### src/rtl/pwm_pkg.sv
// Shared types and default constants for the PWM duty sequencer slice.
// The arbiter and the ramp controller both take their defaults from here.
package pwm_pkg;

   localparam int DUTY_W       = 4;
   localparam int MAX_DUTY     = 10;
   localparam int INIT_DUTY    = 5;
   localparam int RAMP_PERIODS = 2;

   typedef logic [DUTY_W-1:0] duty_t;

   typedef enum logic [1:0] {
      ST_IDLE = 2'd0,
      ST_UP   = 2'd1,
      ST_DOWN = 2'd2
   } state_t;

endpackage

### src/rtl/pwm_req_arbiter.sv
// Combinational request arbiter: host load beats the buttons, and every
// candidate target is clamped to [0, MAX_DUTY] before it reaches the register.
module pwm_req_arbiter #(
   parameter int DUTY_W   = pwm_pkg::DUTY_W,
   parameter int MAX_DUTY = pwm_pkg::MAX_DUTY
) (
   input  logic [DUTY_W-1:0] i_target,
   input  logic              i_load_req,
   input  logic              i_load_ack,
   input  logic [DUTY_W-1:0] i_load_val,
   input  logic              i_inc,
   input  logic              i_dec,
   output logic [DUTY_W-1:0] o_target_next,
   output logic              o_load_accept
);
   import pwm_pkg::*;

   localparam logic [DUTY_W-1:0] MAX_V = DUTY_W'(MAX_DUTY);
   localparam logic [DUTY_W-1:0] ONE_V = DUTY_W'(1);

   function automatic logic [DUTY_W-1:0] clamp_max(input logic [DUTY_W-1:0] v);
      return (v > MAX_V) ? MAX_V : v;
   endfunction

   function automatic logic [DUTY_W-1:0] sat_inc(input logic [DUTY_W-1:0] v);
      return (v >= MAX_V) ? MAX_V : v + ONE_V;
   endfunction

   function automatic logic [DUTY_W-1:0] sat_dec(input logic [DUTY_W-1:0] v);
      return (v == '0) ? '0 : v - ONE_V;
   endfunction

   logic load_win;
   logic inc_only;
   logic dec_only;

   // An ack in the previous cycle blocks a held request, so the host sees
   // at most one acceptance every other cycle.
   always_comb begin
      load_win = i_load_req && !i_load_ack;
      inc_only = i_inc && !i_dec;
      dec_only = i_dec && !i_inc;
   end

   always_comb begin
      o_load_accept = load_win;
      o_target_next = i_target;
      if (load_win) begin
         o_target_next = clamp_max(i_load_val);
      end else if (inc_only) begin
         o_target_next = sat_inc(i_target);
      end else if (dec_only) begin
         o_target_next = sat_dec(i_target);
      end
   end

endmodule

### src/rtl/pwm_duty_sequencer.sv
// Duty-cycle sequencer: holds a target duty and walks the applied duty one
// step toward it every RAMP_PERIODS PWM periods, only on period boundaries.
module pwm_duty_sequencer #(
   parameter int DUTY_W       = pwm_pkg::DUTY_W,
   parameter int MAX_DUTY     = pwm_pkg::MAX_DUTY,
   parameter int INIT_DUTY    = pwm_pkg::INIT_DUTY,
   parameter int RAMP_PERIODS = pwm_pkg::RAMP_PERIODS
) (
   input  logic              i_clk,
   input  logic              i_rst_n,
   input  logic              i_period_end,
   input  logic              i_inc,
   input  logic              i_dec,
   input  logic              i_load_req,
   input  logic [DUTY_W-1:0] i_load_val,
   output logic              o_load_ack,
   output logic [DUTY_W-1:0] o_duty,
   output logic [DUTY_W-1:0] o_target,
   output logic              o_busy,
   output logic              o_duty_upd
);
   import pwm_pkg::*;

   localparam int CNT_W = (RAMP_PERIODS > 1) ? $clog2(RAMP_PERIODS) : 1;
   localparam logic [CNT_W-1:0]  CNT_LAST = CNT_W'(RAMP_PERIODS - 1);
   localparam logic [CNT_W-1:0]  CNT_ONE  = CNT_W'(1);
   localparam logic [DUTY_W-1:0] INIT_V   = DUTY_W'(INIT_DUTY);
   localparam logic [DUTY_W-1:0] ONE_V    = DUTY_W'(1);

   function automatic state_t dir_of(input logic [DUTY_W-1:0] duty,
                                     input logic [DUTY_W-1:0] target);
      if (duty < target) begin
         return ST_UP;
      end else if (duty > target) begin
         return ST_DOWN;
      end
      return ST_IDLE;
   endfunction

   state_t            state_q,  state_d;
   logic [DUTY_W-1:0] duty_q,   duty_d;
   logic [DUTY_W-1:0] target_q, target_d;
   logic [CNT_W-1:0]  cnt_q,    cnt_d;
   logic              ack_q,    ack_d;
   logic              upd_q,    upd_d;

   logic [DUTY_W-1:0] arb_target;
   logic              arb_accept;
   logic              ramping;
   logic              step;

   pwm_req_arbiter #(
      .DUTY_W   (DUTY_W),
      .MAX_DUTY (MAX_DUTY)
   ) u_arb (
      .i_target      (target_q),
      .i_load_req    (i_load_req),
      .i_load_ack    (ack_q),
      .i_load_val    (i_load_val),
      .i_inc         (i_inc),
      .i_dec         (i_dec),
      .o_target_next (arb_target),
      .o_load_accept (arb_accept)
   );

   always_ff @(posedge i_clk or negedge i_rst_n) begin
      if (!i_rst_n) begin
         state_q  <= ST_IDLE;
         duty_q   <= INIT_V;
         target_q <= INIT_V;
         cnt_q    <= '0;
         ack_q    <= 1'b0;
         upd_q    <= 1'b0;
      end else begin
         state_q  <= state_d;
         duty_q   <= duty_d;
         target_q <= target_d;
         cnt_q    <= cnt_d;
         ack_q    <= ack_d;
         upd_q    <= upd_d;
      end
   end

   // The step direction comes from the registered state; the new state is
   // recomputed from the post-edge duty/target so it never goes stale.
   always_comb begin
      target_d = arb_target;
      ack_d    = arb_accept;
      duty_d   = duty_q;
      cnt_d    = cnt_q;
      if (!ramping) begin
         cnt_d = '0;
      end else if (i_period_end) begin
         cnt_d = (cnt_q == CNT_LAST) ? '0 : cnt_q + CNT_ONE;
      end
      if (step) begin
         duty_d = (state_q == ST_UP) ? duty_q + ONE_V : duty_q - ONE_V;
      end
      upd_d   = step;
      state_d = dir_of(duty_d, target_d);
   end

   always_comb begin
      ramping    = (state_q != ST_IDLE);
      step       = ramping && i_period_end && (cnt_q == CNT_LAST);
      o_busy     = ramping;
      o_duty     = duty_q;
      o_target   = target_q;
      o_load_ack = ack_q;
      o_duty_upd = upd_q;
   end

endmodule

### config.mk
export PLATFORM = sky130hd
export DESIGN_NAME = pwm_duty_sequencer
export DESIGN_NICKNAME = d
export VERILOG_FILES = /design/src/rtl/pwm_pkg.sv /design/src/rtl/pwm_req_arbiter.sv /design/src/rtl/pwm_duty_sequencer.sv
export SDC_FILE = /design/constraint.sdc
export NUM_CORES = 1
export LEC_CHECK = 0
export ABC_AREA = 1
export CAP_MARGIN = 20
export CELL_PAD_IN_SITES_DETAIL_PLACEMENT = 1
export CELL_PAD_IN_SITES_GLOBAL_PLACEMENT = 1
export CORE_UTILIZATION = 38
export CTS_CLUSTER_SIZE = 20
export DETAILED_ROUTE_END_ITERATION = 10
export GPL_TIMING_DRIVEN = 0
export MAX_ROUTING_LAYER = met4
export PLACE_DENSITY = 0.9
export SLEW_MARGIN = 10
export SYNTH_ARGS = -nofsm -noshare
export SYNTH_HDL_FRONTEND = slang
export SYNTH_SLANG_ARGS = --single-unit
### constraint.sdc
create_clock -name i_clk -period 4.68 [get_ports i_clk]
set_clock_uncertainty 0.1 [all_clocks]
set_input_delay 0.468 -clock i_clk [delete_from_list [all_inputs] [get_ports i_clk]]
set_output_delay 0.468 -clock i_clk [all_outputs]
set_load 0.1 [all_outputs]
==> impl_metrics.csv, run 1 <==
group,metric,value,unit
routing,avgRoutedWirePerCell,13.4,um
global_routing,grt_overflow_total,0,
logic_synthesis,synth_xor_area_frac,0.0346,
timing,finalCriticalPeriod,2.61,ns
finish,n_antenna_cell,0,
logic_synthesis,yosys_warnings,0,
setup_path,cpPeakStageDelay,1.16,ns
routing,drt_iter0_drc,15,
pwr,power,0.000901,W
cts,cts_setup_buffers,0,
finish,fin_nets,184,
routing,ant_nets,0,
timing,fin_setup_tns,0,ns
global_routing,grtUsageTotal,0.218,
routing,highest_layer,"met4",
placed_design,dpl_cell_area,1250,sq um
logic_synthesis,synthSimpleGateAreaFrac,0.332,
setup_path,end_kind,"primary output",
setup_path,crit_type,"register to primary output",
floorplanning,rows,18,
routing,dr_wl_met2,1350,um
routing,wirelength,2590,um
timing,max_clock_freq,0.383,GHz
cts,root_buffer,"clkbuf_4",
floorplanning,die_h,53.6,um
logic_synthesis,synth_cells,139,
floorplanning,dieWidth,53.6,um
timing,setup-violations-final,0,
finish,layout_common_cells,"nand2_1, inv_1, clkdlybuf4s50_1",
timing,report.final.hold_viol_count,0,
routing,wl_met3,95,um
timing,drv_slew,0,
setup_path,crit_slowest_cell,"clkdlybuf4s50_1",
logic_synthesis,synth_top_family_by_area,"simple AND/OR/NAND/NOR gates",
finish,finalInstanceArea,1280,sq um
setup_path,r2r-start,"o_target[0]",
setup_path,startpoint,"o_target[2]",
finish,drive_gt1_frac,0.129,
finish,fin_util,0.511,
timing,worst_pin_slew,1.01,ns
logic_synthesis,syn-cell-area,1010,sq um
setup_path,crit_fanout,7,
routing,remaining_drc_errors,0,
cts,postCtsHoldBufs,0,
setup_path,cp.required,4.11,ns
pwr,p_leak,0.643,nW
routing,dr.pass1.iters,4,
floorplanning,die_area,2880,sq um
logic_synthesis,synth_compound_area_frac,0.0877,
floorplanning,start_util,0.405,
logic_synthesis,synth_nets,159,
logic_synthesis,ys_seq_elements,13,
cts,clkSinkCount,13,
setup_path,cp.arrival,2.04,ns
cts,numCtsBuffers,3,
hold_path,min-delay-start,"o_load_ack",
routing,vias,974,
cts,cts_tree,"built",
finish,syn2layout_area_growth,26.0,%
logic_synthesis,synthAdderAreaFrac,0.131,
timing,grt_setup_unrepaired,"false",
status,status,"finished clean",
cts,h-tree-depth,1,
hold_path,hold_path_class,"register to register",
finish,n_fill_cell,331,
cts,ctsResizeCount,0,
placed_design,place.gp.congestion,0.791,
logic_synthesis,avgSynthCellArea,7.29,sq um
setup_path,crit_buf_inv,1,
pwr,ir_drop,0.447,mV
timing,finalCritPeriodShare,0.558,
placed_design,portBuffers,20,
job,drv_cap,0,
logic_synthesis,synth.lib_cells_used.distinct,25,
placed_design,hpwl,2180,um
cts,clkSlewWorstSetupHoldPaths,0.07,ns
global_routing,grt_start_max_net_pins,14,
floorplanning,io_pins,21,
global_routing,grt_pass1_wl,4230,um
setup_path,critPathLaunchType,"register",
floorplanning,core,2500,sq um
cts,clk_path_buf_depth,2,
timing,whs,0.417,ns
pwr,powerDensity,705,nW/um^2
finish,final_common_cell,"nand2_1",
setup_path,cpLargestDelayFamily,"buffers and inverters",
timing,max-slew-margin-rel,0.323,
cts,clk_latency,0.27,ns
setup_path,cp_cell_sequence,"clkdlybuf4s50_1",
global_routing,antenna_found_initial,0,
logic_synthesis,synth_mux_area_frac,0,
routing,m1WireLength,1120,um
routing,via_per_inst,5.05,
logic_synthesis,yosysSeqAreaShare,0.326,
global_routing,grt_pass1_vias,937,
==> stage by stage <==
stage	setup WS [ns]	instances
detailed placement	1.97	189
global route	2.00	193
floorplan	2.00	139
global placement	2.08	189
CTS	2.05	193
finish	2.07	193
==> per-layer routing <==
metal	GRT usage	vias up
met5	-	-
met4	0.0526	0
met3	0.0424	2
met2	0.373	23
met1	0.263	467
li1	-	482
==> final cells by class <==
type                    count  area [sq um]  area share
well taps                  30          37.5      0.0294
flip-flops and latches     13           330       0.259
multi-input cells         102           593       0.464
clock buffers               4          26.3      0.0206
inverters                  24          90.1      0.0705
repair buffers             20           200       0.157
==> state kept, by name (all words and copies together), names as in the netlist <==
| register | flops |
|---|---|
| o_duty | 4 |
| o_target | 4 |
| state_q | 2 |
| cnt_q | 1 |
| o_duty_upd | 1 |
| o_load_ack | 1 |
==> synth_stat cells (all sizes together) <==
cell type,count,share of area
a21oi,8,0.043
and3,1,0.0062
dfrtp,9,0.22
dfstp,4,0.10
fa,1,0.020
ha,9,0.11
inv,24,0.089
nand2,44,0.17
nand3,9,0.049
nand3b,1,0.0074
nand4,1,0.0062
nor2,16,0.091
o21ai,6,0.037
o21bai,1,0.0074
or2,1,0.0062
xnor2,1,0.0086
xor2,3,0.026
==> cell families (layout without fill, tap and decap cells) <==
kind of cell	after synthesis	in the layout
compound gates	15	15
xor+xnor	4	4
fa+ha+maj	10	10
buf+inv	24	48
flops	13	13
simple gates	73	73
==> path summary, 6_finish.rpt <==
path	to	slack, ns	cells past startpoint
setup / recovery	o_target[2]	2.07	1
hold reg to reg	o_load_ack	0.42	1
min in group asynchronous	o_duty[1]	0.47	1
max in group asynchronous	cnt_q	3.62	1
setup reg to reg	state_q[1]	2.21	13
hold / removal	o_load_ack	0.42	1
==> power breakdown <==
part            total, W  internal [W]  leakage [nW]  switching [W]
Sequential      0.000205      0.000163         0.151      0.0000415
Combinational   0.000628      0.000185         0.477       0.000443
Clock          0.0000676     0.0000330        0.0150      0.0000346
Note: power is estimated with default switching activity, not from simulation.
==> run 2, diff against run 1 <==
CORE_UTILIZATION = 32   (was 38)
PLACE_DENSITY = 0.82   (was 0.9)
clock period = 2.3 ns   (was 4.68 ns; I/O delays follow)
==> impl_metrics.csv, run 2 (same netlist as run 1, synthesis figures left out) <==
group,metric,value,unit
status,status,"complete, but fails checks",
status,violations,"DRC, setup timing",
routing,ant_nets,0,
global_routing,antenna_found_initial,0,
placed_design,portBuffers,20,
routing,via_per_inst,4.65,
setup_path,cpLargestDelayFamily,"flip-flops",
finish,fin_nets,189,
global_routing,grt_start_max_net_pins,14,
floorplanning,die_area,3400,sq um
timing,report.final.hold_viol_count,0,
pwr,p_leak,0.680,nW
routing,drt_iter0_drc,30,
finish,final_common_cell,"nand2_1",
global_routing,grtUsageTotal,0.186,
timing,finalCriticalPeriod,2.35,ns
floorplanning,core,3030,sq um
timing,grt_setup_unrepaired,"true",
global_routing,grt_pass1_vias,1018,
routing,dr.pass1.iters,7,
cts,clkSinkCount,13,
setup_path,cp_cell_sequence,"inv_2 -> fa_2 -> xor2_1 -> nand2_1 -> o21ai_1 -> inv_1 -> ha_1 -> nand2_1 -> o21bai_1 -> and3_1 -> nor2_1",
timing,drv_slew,0,
setup_path,cp.arrival,2.46,ns
setup_path,crit_slowest_cell,"dfstp_4",
setup_path,cpPeakStageDelay,0.63,ns
finish,drive_gt1_frac,0.280,
setup_path,end_kind,"register",
timing,max-slew-margin-rel,0.352,
timing,fin_setup_tns,-0.0515,ns
hold_path,hold_path_class,"primary input to asynchronous set/reset pin",
cts,numCtsBuffers,3,
finish,final_cells,212,
cts,h-tree-depth,1,
floorplanning,die_h,58.3,um
global_routing,grt_overflow_total,0,
routing,vias,986,
timing,worst_pin_slew,0.969,ns
routing,m1WireLength,1330,um
pwr,ir_drop,0.374,mV
setup_path,crit_fanout,3,
placed_design,place.gp.congestion,0.837,
setup_path,critPathLaunchType,"register",
global_routing,grt_pass1_wl,4640,um
placed_design,hpwl,2200,um
cts,postCtsHoldBufs,0,
setup_path,cp.required,2.40,ns
placed_design,placed_cells,203,
timing,fin_ws,-0.0515,ns
routing,wl_met3,39,um
cts,root_buffer,"clkbuf_4",
routing,wirelength,2910,um
floorplanning,io_pins,21,
finish,syn2layout_area_growth,42.7,%
floorplanning,rows,20,
job,drv_cap,0,
routing,highest_layer,"met4",
cts,clk_path_buf_depth,2,
routing,dr_wl_met2,1530,um
setup_path,crit_type,"register to register",
routing,avgRoutedWirePerCell,13.7,um
cts,clk_latency,0.27,ns
finish,layout_common_cells,"nand2_1, inv_1, clkdlybuf4s50_1",
timing,max_clock_freq,0.425,GHz
floorplanning,dieWidth,58.3,um
routing,remaining_drc_errors,1,
pwr,powerDensity,1420,nW/um^2
timing,finalCritPeriodShare,1.02,
cts,cts_tree,"built",
setup_path,crit_buf_inv,2,
setup_path,crit_path_frequent_cell,"nand2_1",
cts,clkSlewWorstSetupHoldPaths,0.08,ns
finish,n_antenna_cell,0,
floorplanning,start_util,0.335,
timing,setup-violations-final,1,
run 2: worst reg2reg max path, stage by stage (launching register included):
cell	delay, ns
dfstp_4	0.63
inv_2	0.04
fa_2	0.35
xor2_1	0.14
nand2_1	0.08
o21ai_1	0.09
inv_1	0.09
ha_1	0.28
nand2_1	0.06
o21bai_1	0.15
and3_1	0.18
nor2_1	0.10
run 2: area by class of cell:
type	count	area, sq um
fillers	376	1580
multi-input cells	102	686
flip-flops and latches	13	350
repair buffers	25	234
inverters	24	95.1
well taps	44	55.1
clock buffers	4	26.3
run 2: worst paths after layout:
kind / from / end / slack (ns) / cells after the start
hold reg to reg: o_load_ack / o_load_ack / 0.41 / 1
setup reg to reg: o_duty[0] / state_q[1] / -0.05 / 11
max in group asynchronous: i_rst_n / o_target[1] / 1.41 / 1
hold / removal: i_rst_n / o_duty[1] / 0.24 / 1
min in group i_clk: o_load_ack / o_load_ack / 0.41 / 1
setup / recovery: o_duty[0] / state_q[1] / -0.05 / 11
run 2: routing by layer:
metal | GRT usage | up-vias
met5 | - | -
met4 | 0.0408 | 0
met3 | 0.0268 | 2
met2 | 0.319 | 15
met1 | 0.231 | 480
li1 | - | 489
run 2: power breakdown:
group / switching (W) / internal [W] / leakage (nW) / total (W)
logic: 0.000991 / 0.000473 / 0.515 / 0.00146
clock network: 0.0000738 / 0.0000671 / 0.0150 / 0.000141
registers: 0.0000944 / 0.000354 / 0.149 / 0.000449
total: 0.00116 / 0.000895 / 0.680 / 0.00205
run 2: per-stage QoR:
| stage | hold slack, ns | total power, W | setup slack (ns) | area (sq um) | utilization |
|---|---|---|---|---|---|
| 6_report | 0.238 | 0.00205 | -0.0515 | 1450 | 0.478 |
| 5_1_grt | 0.287 | 0.00220 | -0.181 | 1450 | 0.478 |
| 4_1_cts | 0.258 | 0.00191 | -0.0731 | 1350 | 0.447 |
| 3_5_place_dp | 0.397 | 0.00175 | -0.229 | 1320 | 0.436 |
| 3_3_place_gp | 0.388 | 0.00168 | -0.0670 | 1320 | 0.436 |
| 2_1_floorplan | -0.166 | 0.00144 | -0.0855 | 1060 | - |
run 2: repair_timing:
action                                 CTS  global route
setup endpoints to repair                7             2
setup buffers                            1             4
resized for setup                        8            12
gates cloned                             0             0
endpoints found under the hold margin    0             0
pin swaps                                3            11
